$ cat config.mk
export PLATFORM = sky130hd
export DESIGN_NAME = fir_tap_mem
export DESIGN_NICKNAME = d
export VERILOG_FILES = /design/src/rtl/fir_tap_mem.sv
export SDC_FILE = /design/constraint.sdc
export NUM_CORES = 1
export LEC_CHECK = 0
export ABC_CLOCK_PERIOD_IN_PS = 2500
export CORE_MARGIN = 1.5
export CORE_UTILIZATION = 47
export CTS_BUF_LIST = sky130_fd_sc_hd__clkbuf_4 sky130_fd_sc_hd__clkbuf_8
export CTS_CLUSTER_SIZE = 25
export DETAILED_ROUTE_END_ITERATION = 10
export SYNTH_ARGS = -nofsm -noshare
export SYNTH_HDL_FRONTEND = slang
export SYNTH_SLANG_ARGS = --single-unit
$ cat constraint.sdc
create_clock -name CLK -period 2.5 [get_ports CLK]
set_input_delay 0.375 -clock CLK [delete_from_list [all_inputs] [get_ports CLK]]
set_output_delay 0.375 -clock CLK [all_outputs]
set_load 0.005 [all_outputs]
$ cat src/rtl/fir_tap_mem.sv
// Single-port FIR coefficient/sample RAM with direct addressing and a circular
// delay-line mode (tap-offset reads, zero padding), plus an optional output register.
module fir_tap_mem #(
    parameter int DW    = 16,
    parameter int AW    = 6,
    parameter int DEPTH = 64,
    parameter int OREG  = 0
) (
    input  logic          CLK,
    input  logic          RST,
    input  logic          CEN,
    input  logic          WEN,
    input  logic          MODE,
    input  logic [AW-1:0] A,
    input  logic [DW-1:0] D,
    output logic [DW-1:0] Q,
    output logic          QV,
    output logic          FULL,
    output logic [AW-1:0] HEAD
);

    localparam int IW = (DEPTH > 1) ? $clog2(DEPTH) : 1;
    localparam logic [AW:0]   DEPTH_W  = (AW+1)'(DEPTH);
    localparam logic [AW:0]   LAST_W   = (AW+1)'(DEPTH - 1);
    localparam logic [AW-1:0] DEPTH_LO = AW'(DEPTH);

    logic [DW-1:0] mem [DEPTH];
    logic [AW-1:0] head;
    logic [AW-1:0] head_next;
    logic [AW:0]   count;
    logic          full;
    logic [AW:0]   a_ext;
    logic [AW:0]   tap_diff;
    logic [IW-1:0] tap_idx;
    logic [IW-1:0] rd_idx;
    logic [IW-1:0] wr_idx;
    logic          rd_hit;
    logic          wr_hit;
    logic          do_read;
    logic          do_write;
    logic [DW-1:0] s1_q;
    logic          s1_v;

    assign do_read  = !CEN && WEN;
    assign do_write = !CEN && !WEN;

    // Tap offset is taken back from the newest sample; a negative difference is
    // folded by adding DEPTH so non-power-of-two depths wrap correctly.
    always_comb begin
        a_ext     = {1'b0, A};
        tap_diff  = {1'b0, head} - a_ext - (AW+1)'(1);
        tap_idx   = IW'(tap_diff[AW-1:0] + (tap_diff[AW] ? DEPTH_LO : '0));
        head_next = ({1'b0, head} == LAST_W) ? '0 : head + 1'b1;
        if (MODE) begin
            rd_hit = a_ext < count;
            rd_idx = tap_idx;
            wr_hit = 1'b1;
            wr_idx = IW'(head);
        end else begin
            rd_hit = a_ext < DEPTH_W;
            rd_idx = IW'(A);
            wr_hit = rd_hit;
            wr_idx = IW'(A);
        end
    end

    always_ff @(posedge CLK) begin
        if (!RST && do_write && wr_hit) begin
            mem[wr_idx] <= D;
        end
    end

    always_ff @(posedge CLK) begin
        if (RST) begin
            head  <= '0;
            count <= '0;
            full  <= 1'b0;
        end else if (do_write && MODE) begin
            head <= head_next;
            if (count != DEPTH_W) begin
                count <= count + 1'b1;
            end
            full <= (count >= LAST_W);
        end
    end

    // First read stage; Q only moves when a read completes so it holds between reads.
    always_ff @(posedge CLK) begin
        if (RST) begin
            s1_q <= '0;
            s1_v <= 1'b0;
        end else begin
            s1_v <= do_read;
            if (do_read) begin
                s1_q <= rd_hit ? mem[rd_idx] : '0;
            end
        end
    end

    generate
        if (OREG != 0) begin : g_oreg
            logic [DW-1:0] s2_q;
            logic          s2_v;
            always_ff @(posedge CLK) begin
                if (RST) begin
                    s2_q <= '0;
                    s2_v <= 1'b0;
                end else begin
                    s2_v <= s1_v;
                    if (s1_v) begin
                        s2_q <= s1_q;
                    end
                end
            end
            assign Q  = s2_q;
            assign QV = s2_v;
        end else begin : g_noreg
            assign Q  = s1_q;
            assign QV = s1_v;
        end
    endgenerate

    assign FULL = full;
    assign HEAD = head;

endmodule

### Yosys cells after proc, flatten, opt, wreduce, memory -nomap -nowiden

Memories as Yosys holds them, arrays and structs flattened.
Cells that the tools add are included.

* reduce and logical (&&, ||, !) cells: 8
* order comparisons: 2
* eq/ne operators: 2
* muxes and demuxes: 7
* add/sub/neg operators: 4

Operator list (count)
* $mux 6: 3
* $mux 16: 1
* $add 7x1->7 const B: 1
* $ge 7x6->1 const B: 1
* $lt 6x7->1: 1
* $ne 7x7->1 const B: 1
* $add 6x1->6 const B: 1
* $eq 6x6->1 const B: 1
* $sub 6x1->6 const B: 1
* $sub 6x6->6: 1
* $logic_and 1x1->1: 4
* $logic_not 1->1: 3
* $mux 1: 3
* $reduce_and 2->1: 1

* register bits: 31
* input port bits: 27
* logic and storage cells: 29
* output and inout bits: 24
* bits in writable memories: 1024
* memories: 1

Memories
* mem: words 64, bits a word 16, read ports 1, clocked after Yosys merged registers in 0, wr ports 1, RTL line 27 `logic [DW-1:0] mem [DEPTH];`

### Logic depth before layout (Yosys ltp)

* depth after elaboration: 5
* mapped depth: 12
* gate-level depth less buffers: 10

### Least setup slack after synthesis

No wires, ideal clock.

* path kind: input port to flip-flop
* start: input port MODE
* end: memory mem[10][0] (enable)
* required time: 2.112 ns
* buffers on the path: 2
* arrival: 2.180 ns
* library setup time: 0.388 ns
* setup slack: -0.069 ns
* cell stages on the path: 7
* cell sequence: buf_6 -> buf_6 -> nand2_1 -> o21ai_0 -> nor4_1 -> nand2_1 -> nor2_1

* word-level cells in the longest chain between the ends: 1

RTL lines
* start: declaration: RTL line 13 `input logic MODE,`
* $mux 6: RTL line 54 `if (MODE) begin`
* end: declaration: RTL line 27

No other way between the ends.

### Worst setup path after layout

* start: register head[0], in the netlist HEAD[0]
* end: register s1_q[15], in the netlist Q[15]

* word-level cells in the longest chain between the ends: 5

RTL lines
* start: declaration: RTL line 28 `logic [AW-1:0] head;`
* start signal: assignment: RTL line 79 `head <= head_next;`
* $sub 6x6->6: RTL line 51 `tap_diff = {1'b0, head} - a_ext - (AW+1)'(1);`
* $sub 6x1->6: RTL line 51
* $mux 6: RTL line 54
* $mem_v2 64x16
* $mux 16: RTL line 95 `s1_q <= rd_hit ? mem[rd_idx] : '0;`
* end signal: assignment: RTL line 95
* end: declaration: RTL line 41 `logic [DW-1:0] s1_q;`

No other way between the ends.
A chain may end at the register's enable or synchronous reset.

==> results.yml <==
placement:
  placed_area_um2: 46810
  io_buffer_count: 50
  gp_congestion: 0.8819
  dp.cells: 4555
  dp_hpwl_um: 76310
power:
  vdd_drop_max_uv: 461.8
  p_leak_nw: 18.10
  powerDensity_nw_per_um2: 731.0
global_route:
  gr-usage-all-layers: 0.2707
  grt_use_met1: 0.3872
  gr-max-usage-layer: "met2"
  grt_max_degree: 79
  met3_usage: 0.05252
  grt-ovfl-total: 0
  grt_use_met2: 0.4095
  grt_pass1_vias: 27641
  antenna_found_initial: 4
  grt_pass1_wl_um: 179900
setup_path:
  critPathKind: "reg -> reg"
  critical_path_arrival_ns: 3.66
  worstSetupStartpointType: "flop"
  crit_path_frequent_cell: "buf_12"
  cp.required_ns: 3.17
  end_kind: "flop"
  crit_path_top_delay_cell: "o211ai_1"
  crit_path_max_fanout: 11
  slowest_delay_ns: 0.60
  critical_path.cell_chain: "ha_4 -> fa_2 -> xor2_4 -> o21ai_4 -> buf_12 -> buf_12 -> buf_8 -> a32oi_1 -> nand4_1 -> o21ai_2 -> o211ai_1 -> nand3_1"
floorplanning:
  core_um2: 88370
  dieArea_um2: 91000
  fp.dieW_um: 301.7
  rows: 109
  initial_utilization: 0.4744
  ios: 51
  fp.dieH_um: 301.7
sta:
  hold_viol_final: 0
  skew_ns: 0.02914
  fin_crit_sh: 1.195
  clock.fmax_mhz: 334.6
  maxSlewHeadroom: 0.4385
  rsz0062_at_grt: "true"
  worst_slack_ns: -0.4887
  fin_crit_ns: 2.989
  maxSlewViolCount: 0
  tns_ns: -5.722
  worstMarginPinSlew_ns: 0.8423
  finalSetupViolCount: 16
routing:
  wl_per_cell_um: 25.14
  via_per_inst: 5.815
  drc: 0
  vias: 28635
  drt_iter0_markers: 2933
  dr.pass1.iters: 6
  wl_um: 123800
  ant_nets: 0
clock_network:
  worstSkewPairLatency_ns: 0.84
  path_clk_slew_ns: 0.06
  root_buffer: "clkbuf_8"
  cts_max_path_buffers: 3
  cts.sinks: 1055
  numCtsBuffers: 165
  cts_htree_levels: 4
  cts_tree: "yes"
flow_run:
  drv_cap: 0
layout:
  final_common_cell: "edfxtp_1"
  drive_above_1_share: 0.2158
  fin_cells: 4924
  finalInstanceArea_um2: 51530
  num-nets-final: 3670
  area_growth_pct: 22.92
  layout_common_cells: "1024 x edfxtp_1, 948 x nand2_1, 389 x nand3_1, 294 x buf_4, 174 x clkbuf_8"
run_status:
  violations: "setup timing"
  status: "finished, violations left"
synth:
  yosysWarnings: 0
  synthArstFlopShare: 0
  ys_types: 52
  synthFlopType: "edfxtp_1"
  synth_edf_count: 1024
  synth_area_um2: 41920
  ys_seq_area_frac: 0.7483
  syn_inst: 3158
  ys_seq_elements: 1055
  syn_nets: 3199
  post_synth.cell_area_avg_um2: 13.27
hold_path:
  min_path_type: "in -> reg"
[power by group]
| part | switching, mW | internal, mW | total (mW) |
|---|---|---|---|
| Clock | 6.65 | 7.47 | 14.1 |
| Combinational | 2.57 | 1.50 | 4.07 |
| Sequential | 0.0521 | 19.4 | 19.5 |
| Total | 9.27 | 28.4 | 37.7 |
[stage by stage]
| step | hold WS (ns) | util | worst slack (ns) | total power [mW] |
|---|---|---|---|---|
| 2_1_floorplan | 0.4500 | - | -0.06872 | 21.55 |
| 3_3_place_gp | 0.5315 | 0.5297 | -1.597 | 23.34 |
| 3_5_place_dp | 0.5321 | 0.5297 | -1.664 | 23.37 |
| 4_1_cts | 0.004463 | 0.5763 | -0.5314 | 37.60 |
| 5_1_grt | 0.009845 | 0.5830 | -0.4949 | 38.80 |
| 6_report | 0.04389 | 0.5831 | -0.4887 | 37.67 |
[worst max-delay path, delay by kind of cell (launching register included)]
kind	cells	cell delay, ns
flops	1	0.36
xor+xnor	1	0.20
simple gates	2	0.26
buf+inv	3	0.41
fa+ha+maj	2	0.60
compound gates	4	0.98
[registers in the layout, summed over array words and instances (netlist names)]
register / cells
FULL: 1
HEAD: 6
Q: 16
QV: 1
count: 7
mem: 1024
[layout make-up]
type,instances,area [um2]
Clock buffer,223,2763
Fill cell,6956,36840
Inverter,13,48.80
Multi-Input combinational cell,1899,9937
Sequential cell,1055,31380
Tap cell,1165,1458
Timing Repair Buffer,495,5525
Clock inverter,69,411.6
Antenna cell,5,12.51
[synthesized netlist by cell type (3+ instances only)]
| cell type | n | area, um2 |
|---|---|---|
| or3_1 | 3 | 18.77 |
| nor2_1 | 79 | 296.5 |
| o211ai_1 | 35 | 262.8 |
| nand2b_1 | 5 | 31.28 |
| ha_1 | 13 | 162.7 |
| nand4_1 | 133 | 832.1 |
| o21ai_2 | 4 | 35.03 |
| o21ai_0 | 13 | 65.06 |
| nand3_1 | 408 | 2042 |
| nor2b_1 | 3 | 18.77 |
| a21oi_1 | 9 | 45.04 |
| o21a_1 | 3 | 22.52 |
| dfxtp_1 | 31 | 620.6 |
| buf_6 | 14 | 157.7 |
| o21ai_1 | 47 | 235.2 |
| xor2_1 | 3 | 26.28 |
| nand2_1 | 949 | 3562 |
| nor3_1 | 5 | 25.02 |
| buf_4 | 36 | 270.3 |
| a32oi_1 | 64 | 560.5 |
| buf_2 | 116 | 580.6 |
| xnor2_1 | 6 | 52.55 |
| a21o_1 | 3 | 22.52 |
| a22oi_1 | 15 | 112.6 |
| clkbuf_1 | 25 | 93.84 |
| edfxtp_1 | 1024 | 30750 |
| mux2i_1 | 67 | 670.6 |
| inv_1 | 13 | 48.80 |
[layer usage]
metal	wire length (um)	vias to the layer above
met5	0	-
met4	4846	0
li1	-	12609
met3	10790	260
met2	56280	1390
met1	51890	14376
[logic make-up after synthesis]
logic type	count (synthesis)	share of synthesized area
simple gates	1604	0.1668
flops	1055	0.7483
buf+inv	205	0.02755
compound gates	201	0.03408
mux	69	0.01662
fa+ha+maj	14	0.004358
xor+xnor	10	0.002269
[final timing paths]
kind                                           start                   to  slack [ns]  cells past startpoint
worst min register to register     FULL$_SDFFE_PP0P_    FULL$_SDFFE_PP0P_        0.52                      2
worst max register to register  HEAD[0]$_SDFFE_PP0P_   Q[15]$_SDFFE_PP0P_       -0.49                     12
worst max-delay path            HEAD[0]$_SDFFE_PP0P_   Q[15]$_SDFFE_PP0P_       -0.49                     12
worst min-delay path                            D[9]  mem[5][9]$_DFFE_PP_        0.04                      2
[timing repair]
| action | 4_1_cts | 5_1_grt |
|---|---|---|
| pin swaps | 58 | 61 |
| hold buffers | 2 | 0 |
| buffers inserted | 44 | 18 |
| endpoints found under the setup margin | 16 | 23 |
| gates resized for setup | 104 | 53 |
| endpoints found under the hold margin | 18 | 0 |
| gates cloned | 6 | 8 |
(Power assumes the default switching activity.)
